File: config.mk
export PLATFORM = sky130hd
export DESIGN_NAME = miner_job_scheduler
export DESIGN_NICKNAME = d
export VERILOG_FILES = /design/src/rtl/miner_job_scheduler.sv
export SDC_FILE = /design/constraint.sdc
export NUM_CORES = 1
export LEC_CHECK = 0
export CAP_MARGIN = 30
export CORE_AREA = 2 2 393 395
export CTS_CLUSTER_SIZE = 8
export DETAILED_ROUTE_END_ITERATION = 16
export DIE_AREA = 0 0 395 397
export DONT_BUFFER_PORTS = 1
export GPL_TIMING_DRIVEN = 0
export HOLD_SLACK_MARGIN = 0.1
export SLEW_MARGIN = 25
export SYNTH_ARGS = -nofsm -noshare
export SYNTH_HDL_FRONTEND = slang
export SYNTH_SLANG_ARGS = --single-unit
File: constraint.sdc
create_clock -name hash_clk -period 13.2 [get_ports hash_clk]
set_input_delay 1.32 -clock hash_clk [delete_from_list [all_inputs] [get_ports hash_clk]]
set_output_delay 1.32 -clock hash_clk [all_outputs]
set_load 0.02 [all_outputs]
File: src/rtl/miner_job_scheduler.sv
// Job scheduler for the hashing cores: latches jobs, splits the nonce range into
// fixed-size chunks handed round-robin to idle cores, and funnels found nonces back.
module miner_job_scheduler #(
   parameter int NUM_CORES  = 4,
   parameter int CHUNK_LOG2 = 24
) (
   input  logic                     hash_clk,
   input  logic                     rst_n,
   input  logic                     new_work,
   input  logic [255:0]             midstate,
   input  logic [95:0]              work_data,
   input  logic [31:0]              nonce_min,
   input  logic [31:0]              nonce_max,
   output logic [255:0]             job_midstate,
   output logic [95:0]              job_data,
   output logic [NUM_CORES-1:0]     core_start,
   output logic [31:0]              core_nonce_first,
   output logic [31:0]              core_nonce_last,
   output logic                     core_abort,
   input  logic [NUM_CORES-1:0]     core_busy,
   input  logic [NUM_CORES-1:0]     core_found,
   input  logic [32*NUM_CORES-1:0]  core_nonce,
   output logic                     new_golden_nonce,
   output logic [31:0]              golden_nonce,
   output logic                     need_work,
   output logic                     nonce_lost
);

   localparam int IDX_W = (NUM_CORES > 1) ? $clog2(NUM_CORES) : 1;
   localparam logic [32:0] CHUNK_M1 = 33'((33'd1 << CHUNK_LOG2) - 33'd1);

   typedef enum logic [1:0] {
      ST_IDLE,
      ST_LOAD,
      ST_DISPATCH,
      ST_DRAIN
   } state_t;

   state_t                        state_q, state_d;
   logic [255:0]                  midstate_q, midstate_d;
   logic [95:0]                   data_q, data_d;
   logic [31:0]                   next_q, next_d;
   logic [31:0]                   last_q, last_d;
   logic [IDX_W-1:0]              rr_q, rr_d;
   logic [IDX_W-1:0]              arb_q, arb_d;
   logic [NUM_CORES-1:0]          granted_q;
   logic                          abort_q, abort_d;
   logic                          need_work_q, need_work_d;
   logic                          lost_q, lost_d;
   logic [NUM_CORES-1:0]          full_q, full_d;
   logic [NUM_CORES-1:0][31:0]    latch_q, latch_d;

   logic [NUM_CORES-1:0]          start_c;
   logic [31:0]                   first_c, last_c;
   logic [32:0]                   chunk_end33;
   logic [31:0]                   chunk_end;
   logic [NUM_CORES-1:0]          grant_elig;
   logic [IDX_W:0]                grant_pick;
   logic [IDX_W:0]                arb_pick;
   logic                          emit;
   logic [31:0]                   golden_c;

   function automatic logic [IDX_W-1:0] wrap_inc(input logic [IDX_W-1:0] v);
      if (v == IDX_W'(NUM_CORES - 1)) return '0;
      return v + 1'b1;
   endfunction

   // Returns {hit, index} of the first requester at or after ptr.
   function automatic logic [IDX_W:0] rr_pick(input logic [NUM_CORES-1:0] req,
                                              input logic [IDX_W-1:0] ptr);
      logic [IDX_W-1:0] cand;
      logic [IDX_W-1:0] win;
      logic             hit;
      cand = ptr;
      win  = '0;
      hit  = 1'b0;
      for (int k = 0; k < NUM_CORES; k++) begin
         if (!hit && req[cand]) begin
            hit = 1'b1;
            win = cand;
         end
         cand = wrap_inc(cand);
      end
      return {hit, win};
   endfunction

   // Chunk end is formed in 33 bits so a chunk reaching 0xFFFFFFFF cannot wrap.
   assign chunk_end33 = {1'b0, next_q} + CHUNK_M1;
   assign chunk_end   = (chunk_end33 > {1'b0, last_q}) ? last_q : chunk_end33[31:0];
   assign grant_elig  = ~core_busy & ~granted_q;
   assign grant_pick  = rr_pick(grant_elig, rr_q);

   always_comb begin
      state_d    = state_q;
      midstate_d = midstate_q;
      data_d     = data_q;
      next_d     = next_q;
      last_d     = last_q;
      rr_d       = rr_q;
      abort_d    = 1'b0;
      start_c    = '0;
      first_c    = '0;
      last_c     = '0;
      if (new_work) begin
         midstate_d = midstate;
         data_d     = work_data;
         next_d     = nonce_min;
         last_d     = nonce_max;
         abort_d    = 1'b1;
         state_d    = (nonce_min > nonce_max) ? ST_IDLE : ST_LOAD;
      end else begin
         case (state_q)
            ST_IDLE: state_d = ST_IDLE;
            ST_LOAD: state_d = ST_DISPATCH;
            ST_DISPATCH: begin
               if (grant_pick[IDX_W]) begin
                  start_c[grant_pick[IDX_W-1:0]] = 1'b1;
                  first_c = next_q;
                  last_c  = chunk_end;
                  rr_d    = wrap_inc(grant_pick[IDX_W-1:0]);
                  if (chunk_end == last_q) state_d = ST_DRAIN;
                  else next_d = chunk_end + 32'd1;
               end
            end
            ST_DRAIN: begin
               if (core_busy == '0 && granted_q == '0) state_d = ST_IDLE;
            end
            default: state_d = ST_IDLE;
         endcase
      end
      need_work_d = (state_d == ST_IDLE);
   end

   // Found-nonce latches; a new job flushes them and masks this cycle's finds.
   assign arb_pick = rr_pick(full_q, arb_q);
   assign emit     = arb_pick[IDX_W] && !new_work;
   assign golden_c = emit ? latch_q[arb_pick[IDX_W-1:0]] : 32'd0;

   always_comb begin
      full_d  = full_q;
      latch_d = latch_q;
      lost_d  = lost_q;
      arb_d   = arb_q;
      if (emit) arb_d = wrap_inc(arb_pick[IDX_W-1:0]);
      if (new_work) begin
         full_d = '0;
         lost_d = 1'b0;
      end else begin
         for (int i = 0; i < NUM_CORES; i++) begin
            if (core_found[i]) begin
               if (full_q[i] && !(emit && arb_pick[IDX_W-1:0] == IDX_W'(i))) begin
                  lost_d = 1'b1;
               end else begin
                  full_d[i]  = 1'b1;
                  latch_d[i] = core_nonce[32*i +: 32];
               end
            end else if (emit && arb_pick[IDX_W-1:0] == IDX_W'(i)) begin
               full_d[i] = 1'b0;
            end
         end
      end
   end

   always_ff @(posedge hash_clk or negedge rst_n) begin
      if (!rst_n) begin
         state_q     <= ST_IDLE;
         midstate_q  <= '0;
         data_q      <= '0;
         next_q      <= '0;
         last_q      <= '0;
         rr_q        <= '0;
         arb_q       <= '0;
         granted_q   <= '0;
         abort_q     <= 1'b0;
         need_work_q <= 1'b1;
         lost_q      <= 1'b0;
         full_q      <= '0;
         latch_q     <= '0;
      end else begin
         state_q     <= state_d;
         midstate_q  <= midstate_d;
         data_q      <= data_d;
         next_q      <= next_d;
         last_q      <= last_d;
         rr_q        <= rr_d;
         arb_q       <= arb_d;
         granted_q   <= start_c;
         abort_q     <= abort_d;
         need_work_q <= need_work_d;
         lost_q      <= lost_d;
         full_q      <= full_d;
         latch_q     <= latch_d;
      end
   end

   assign job_midstate     = midstate_q;
   assign job_data         = data_q;
   assign core_start       = start_c;
   assign core_nonce_first = first_c;
   assign core_nonce_last  = last_c;
   assign core_abort       = abort_q;
   assign new_golden_nonce = emit;
   assign golden_nonce     = golden_c;
   assign need_work        = need_work_q;
   assign nonce_lost       = lost_q;

endmodule

* After elaboration in Yosys (flattened, before gate mapping)
Cells that the tools add are included.
Storage, ports and cells: register bits 561
Operators by class: add/subtract/negate cells 10, mux-type cells 108, bitwise logic cells 8, equal/unequal tests 19, reduce and logical (&&, ||, !) cells 49, magnitude comparators 13
Operator list (count):
- 2-to-1 mux 32 bit | 13
- binary-select mux 32 bit (select 2 bit) | 1
- 2-to-1 mux 2 bit | 28
- 2-to-1 mux 1 bit | 52
- adder 32 x 24 -> 33 bit (second input constant) | 1
- greater-than comparator 33 x 32 -> 1 bit | 1
- adder 32 x 1 -> 32 bit (second input constant) | 1
- equality test 32 bit | 1
- greater-than comparator 32 bit | 1
- less-than comparator 2 x 3 -> 1 bit (second input constant) | 10
- equality test 2 bit (second input constant) | 11
- AND reduction 3 bit | 6
- logical AND 1 bit | 17
- adder 2 x 1 -> 2 bit (second input constant) | 8
- binary-select mux 1 bit (select 2 bit) | 8
- 2-to-1 mux 4 bit | 4
- != test 3 bit (second input constant) | 4
- nonzero test 3 bit | 4
- zero test 1 bit | 11
- zero test 4 bit | 2
- NOT 4 bit | 2
- case mux 2 bit (4 select lines) | 1
- AND reduction 2 bit | 4
- zero test 2 bit | 3
- other kinds (7) | 13

* Depth between registers and ports, before layout
depth in word-level cells 26, mapped depth 29

* Worst setup path after synthesis
OpenSTA, ideal clock, no wires.
path kind reg2reg, from register next_q[0], to register next_q[20], stages on the path, launching flop included 29, arrival 6.314 ns, path slack 6.805 ns, required time 13.118 ns, buffers on the path 7, period minus slack after synthesis 6.395 ns, cells stage by stage dfrtp_1 > clkbuf_1 > inv_1 > ha_1 > buf_2 > nor4b_2 > clkbuf_1 > a21boi_0 > or2_2 > clkbuf_1 > ha_1 > nand4_1 > or4_1 > nor3_1 > o21ai_0 > o21ai_1 > clkbuf_1 > buf_1 > buf_2 > nand2_1 > o21ai_0 > ha_1 > o211ai_1 > or4_1 > or3b_4 > a211oi_2 > xnor2_1 > or3_1 > a31oi_1
On the way: longest elaborated chain between the ends 8, elaborated cells between the ends (all ways) 11, those cells by class add/sub (2); order compare (1); eq/ne (2); mux (5); reduce/logical (1)
Ends and longest elaborated chain:
- start: declaration | RTL line 42 | logic [31:0] next_q, next_d;
- start signal: assignment | RTL line 183 | next_q <= next_d;
- adder 32 x 24 -> 33 bit * | RTL line 88 | assign chunk_end33 = {1'b0, next_q} + CHUNK_M1;
- greater-than comparator 33 x 32 -> 1 bit | RTL line 89 | assign chunk_end = (chunk_end33 > {1'b0, last_q}) ? last_q : chunk_end33[31:0];
- 2-to-1 mux 32 bit * | RTL line 89
- adder 32 x 1 -> 32 bit | RTL line 122 | else next_d = chunk_end + 32'd1;
- 2-to-1 mux 32 bit | RTL line 121 | if (chunk_end == last_q) state_d = ST_DRAIN;
- 2-to-1 mux 32 bit | RTL line 116 | if (grant_pick[IDX_W]) begin
- 2-to-1 mux 32 bit | RTL line 112 | case (state_q)
- 2-to-1 mux 32 bit | RTL line 104 | if (new_work) begin
Every way passes the cells marked *; elsewhere a longest branch is shown, timed or not. The select of a mux whose other input is x is not followed. A chain may end at the register's enable or synchronous reset.

* Worst setup path in the final report
from register next_q[0], to output core_nonce_last[3]
On the way: longest elaborated chain between the ends 6
Ends and longest elaborated chain:
- adder 32 x 24 -> 33 bit * | RTL line 88
- greater-than comparator 33 x 32 -> 1 bit | RTL line 89
- 2-to-1 mux 32 bit * | RTL line 89
- 2-to-1 mux 32 bit * | RTL line 116
- 2-to-1 mux 32 bit * | RTL line 112
- 2-to-1 mux 32 bit * | RTL line 104
- end: declaration | RTL line 18 | output logic [31:0] core_nonce_last,
Every way passes the cells marked *; elsewhere a longest branch is shown, timed or not.

==> implementation parameters <==
Parameter                              Value

Floorplanning
  Number of core rows ... around 140
  Overall die area ... around 0.16 sq mm
  Height of the die ... 397 microns
  Die boundary width ... roughly 400 microns
  Top-level port count ... between 1000 and 1500
  Initial cell density of the core ... between 10% and 20%
  Area inside the core boundary ... 0.1530 sq mm

Route
  DRC violations left ... 0
  Number of iterations in the first detailed-routing pass ... 6
  Total Wirelength ... ~130000 microns
  DR vias/cell ... ~4.6
  Antenna Nets Post-Route ... 0
  Starting DRC count in detailed routing ... about 1600
  Detail Route met2 WL ... between 60000 and 70000 microns
  Top routing layer in use ... met5
  Routed via count ... roughly 20000
  Routed length per instance ... 29.77 microns
  Metal-1 WL ... between 40000 and 50000 microns
  Amount of wire on met3 after detailed routing ... roughly 15000 microns

Timing
  Max-slew headroom at the worst pin ... between 20 and 30%
  Setup repair after global routing missed its margin ... false
  Minimum setup slack in the final design ... between 3 and 4 ns
  Fin Setup TNS ... 0 ns
  Max Slew Vio Count ... 0
  Tcrit/Tclk final ... around 73%
  Final setup viols ... 0
  Time the final worst path needs with I/O delays and setup ... approximately 9.7 ns
  Pin slew with the least headroom to its limit ... about 1.1 ns
  Max Clock Freq ... around 100 MHz
  Final worst clock skew ... approximately 0.028 ns
  Final hold viol count ... 0

Global routing
  Number of antenna violations at the first check in global routing ... between 70 and 80
  GRT Overall Usage ... around 16%
  First-pass GRT wire length ... about 180000 microns
  Overflow left after global routing ... 0
  Maximum number of pins on one net before global-route repair ... around 560
  Number of global-route vias before repair ... 20530

Place
  GPL Wtd Cong ... between 0.9 and 1
  Pre-CTS worst setup slack ... a little over 4 ns
  IO buf count ... 0
  HPWL after detailed placement ... 110500 microns

Setup path
  Worst r2r dst ... next_q[20]$_DFFE_PN0P_
  Crit path kind ... flop to output port
  CP startpoint kind ... flop
  Data required time of the worst path ... 11.88 ns
  Worst flop-to-flop path startpoint ... next_q[0]$_DFFE_PN0P_
  Reg2Reg Setup Slack ... approximately 3.7 ns
  Sort of element at the end of the critical path ... output port
  Buffering stage count on the worst path with inverters included ... 7
  Crit path largest cell delay ... a little under 0.8 ns
  Family with the most delay on the worst path ... buffers and inverters
  Highest-delay cell along the critical path ... sky130_fd_sc_hd__a211oi_4
  Peak fanout along the critical path ... 10
  Arrival time worst endpoint ... roughly 8.3 ns
  Crit path cell chain ... clkbuf_1, inv_1, ha_1, buf_2, nor4b_2, nand4_1, o21ai_0, a21boi_0, inv_1, ha_1, and4_1, nand3b_1, or3_1, o22ai_1, o21a_1, clkbuf_1, clkbuf_1, clkbuf_1, nor2_1, a211oi_4
  Most repeated library cell on the critical path ... sky130_fd_sc_hd__clkbuf_1
  Cell count of the worst reg-to-reg path ... 28

Logic synthesis
  Synth area leader ... sky130_fd_sc_hd__dfrtp_1
  Average footprint of a synthesized cell ... 12.00 sq um
  FFs w/ async S/R, synth ... 100.0%
  Flip-flop and latch count after synthesis ... approximately 560
  Area of the mapped netlist ... about 0.028 sq mm
  Combinational family with the most area after synthesis ... multiplexers
  Number of warnings issued by yosys ... 0
  Xor/xnor cell area share of the yosys netlist ... 2.287%
  Count of flip-flops with a built-in enable after synthesis ... 0
  Multiplexer area fraction after synthesis ... 23.05%
  Synthesized net count ... 2933
  Top cells by area in the synthesized netlist ... sky130_fd_sc_hd__dfrtp_1 51%, sky130_fd_sc_hd__mux2_2 20%, sky130_fd_sc_hd__ha_1 3.4%
  Share of the yosys chip area belonging to registers ... roughly 51%
  Post-synthesis adder-cell area fraction ... 3.441%
  Compound-gate portion of the synthesized area ... under 10%
  Cell count after synthesis ... between 2000 and 2500
  Number of distinct library cells after synthesis ... 83
  Area share of the largest cell type after synthesis ... around 50%
  Synth Area in Simple Gates ... a little under a tenth
  Main synth FF type ... sky130_fd_sc_hd__dfrtp_1

Power and ir drop
  Switching Power ... ~2.3 mW
  Power Density ... between 150 and 200 mW/mm^2
  Fraction of power spent switching nets ... 36.66%
  Leak ... around 13 nW
  Clock power frac ... 32.2%
  Worst supply voltage drop on vdd ... roughly 0.14 mV
  Proportion of power drawn by combinational gates ... between 20 and 30%
  Cell Int Power ... between 3 and 4 mW
  Sequential share of power ... a little under two fifths

Outcome
  Result of the run ... completed

Clock network
  Clk Latency, worst-skew pair ... around 0.67 ns
  CTS H-tree depth ... 3
  Cell at the root of the clock tree ... sky130_fd_sc_hd__clkbuf_16
  Clock tree from TritonCTS ... yes
  Count of cells resized by post-cts repair ... 0
  Post-CTS setup repair buffer count ... 0
  Clock buffer depth ... 3
  Clock Pin Slew Worst Setup and Hold Paths ... approximately 0.05 ns
  Clock Sink Count ... approximately 560
  Number of buffers inserted for hold repair after clock tree synthesis ... 0
  CTS buffer count ... between 80 and 90

Cells and area
  Net count, final ... 3031
  Synthesis-to-layout area growth ... 19.35%
  Commonest cells after routing, fill and taps aside ... 560 x sky130_fd_sc_hd__dfrtp_1, 485 x sky130_fd_sc_hd__mux2_2, 123 x sky130_fd_sc_hd__nand2_1, 120 x sky130_fd_sc_hd__nor2_1, 117 x sky130_fd_sc_hd__clkbuf_1
  Most common library cell in the layout ignoring fill and taps ... sky130_fd_sc_hd__dfrtp_1
  Share of layout cells above drive strength 1 ... 28.31%

Job
  Number of violations of the max-capacitance limit ... 0

Hold path
  Kind of path behind the tightest hold check ... primary input to async pin
==> worst register-to-register path, delay by kind of cell, from the launching register on <==
kind,cells,cell delay (ns)
AO/OA/AOI/OAI,11,3.14
AND/OR/NAND/NOR,6,2.61
buffers and inverters,7,2.20
adder cells (fa/ha/maj),3,0.99
flip-flops,1,0.39
XOR/XNOR,1,0.13
==> power by group through the flow <==
stage / clock network, mW / logic [mW] / registers (mW)
6_report: 2.03 / 1.85 / 2.42
5_1_grt: 2.15 / 1.99 / 2.44
4_1_cts: 2.09 / 1.81 / 2.42
3_5_place_dp: 0 / 1.80 / 2.44
3_3_place_gp: 0 / 1.76 / 2.43
2_1_floorplan: 0 / 1.36 / 2.29
==> how the worst max path moves through the flow <==
stage,depth (start not counted),endpoint,slack (ns),start
after floorplan,28,next_q[20]$_DFFE_PN0P_,6.80,next_q[0]$_DFFE_PN0P_
after global placement,20,core_nonce_last[6],3.08,next_q[0]$_DFFE_PN0P_
after detailed placement,28,next_q[20]$_DFFE_PN0P_,4.03,next_q[0]$_DFFE_PN0P_
after CTS,20,core_nonce_last[6],3.60,next_q[0]$_DFFE_PN0P_
after global routing,20,core_nonce_last[3],3.12,next_q[0]$_DFFE_PN0P_
final,20,core_nonce_last[3],3.54,next_q[0]$_DFFE_PN0P_
==> routing by layer <==
layer / vias up / GRT usage, %
li1: 8461 / -
met1: 10670 / 18.76
met2: 1105 / 26.19
met3: 295 / 7.557
met4: 44 / 7.095
met5: - / 0
==> cells in the mapped netlist (28+ instances only) <==
| master | n |
|---|---|
| sky130_fd_sc_hd__dfrtp_1 | 560 |
| sky130_fd_sc_hd__mux2_2 | 485 |
| sky130_fd_sc_hd__nand2_1 | 123 |
| sky130_fd_sc_hd__nor2_1 | 120 |
| sky130_fd_sc_hd__clkbuf_1 | 114 |
| sky130_fd_sc_hd__o21ai_0 | 104 |
| sky130_fd_sc_hd__inv_1 | 96 |
| sky130_fd_sc_hd__ha_1 | 76 |
| sky130_fd_sc_hd__and2_1 | 68 |
| sky130_fd_sc_hd__a21oi_1 | 57 |
| sky130_fd_sc_hd__xnor2_1 | 47 |
| sky130_fd_sc_hd__mux4_2 | 35 |
| sky130_fd_sc_hd__nand4_1 | 30 |
| sky130_fd_sc_hd__nor3_1 | 30 |
| sky130_fd_sc_hd__a211oi_1 | 28 |
==> stage by stage <==
| step | cell area, sq um | hold WS, ns | total power, mW | cells | utilization (%) |
|---|---|---|---|---|---|
| floorplan | 27630 | 0.4752 | 3.656 | 2302 | - |
| global placement | 30190 | 0.4838 | 4.189 | 4346 | 19.74 |
| detailed placement | 30390 | 0.4918 | 4.247 | 4354 | 19.87 |
| CTS | 32790 | 0.2885 | 6.314 | 4459 | 21.44 |
| global route | 32940 | 0.2895 | 6.585 | 4476 | 21.53 |
| finish | 32980 | 0.3589 | 6.300 | 4493 | 21.56 |
==> layout make-up <==
class                      instances  area [sq um]
antenna                           29         72.57
timing repair buffer              13         221.5
inverter                          99         371.6
sequential                       561         14040
tap                             2044          2557
fill                           16370        120000
clock buffer                      95          2173
multi-input combinational       1505         12760
clock inverter                    10         224.0
buffer                           137         564.3
==> state kept, by name, indices dropped and copies added, names as in the netlist, 2 cells and up <==
signal	cells
arb_q	2
full_q	4
granted_q	4
job_data	96
job_midstate	256
last_q	32
latch_q	128
next_q	32
rr_q	2
state_q	2
==> kinds of logic (layout without fill, tap and decap cells) <==
logic type / Yosys count / count (layout)
AO/OA/AOI/OAI: 330 / 330
XOR/XNOR: 69 / 69
adder cells (fa/ha/maj): 76 / 76
buffers and inverters: 236 / 354
flip-flops: 561 / 561
multiplexers: 532 / 532
other: 0 / 29
AND/OR/NAND/NOR: 498 / 498
Power figures use the tool's default switching activity.
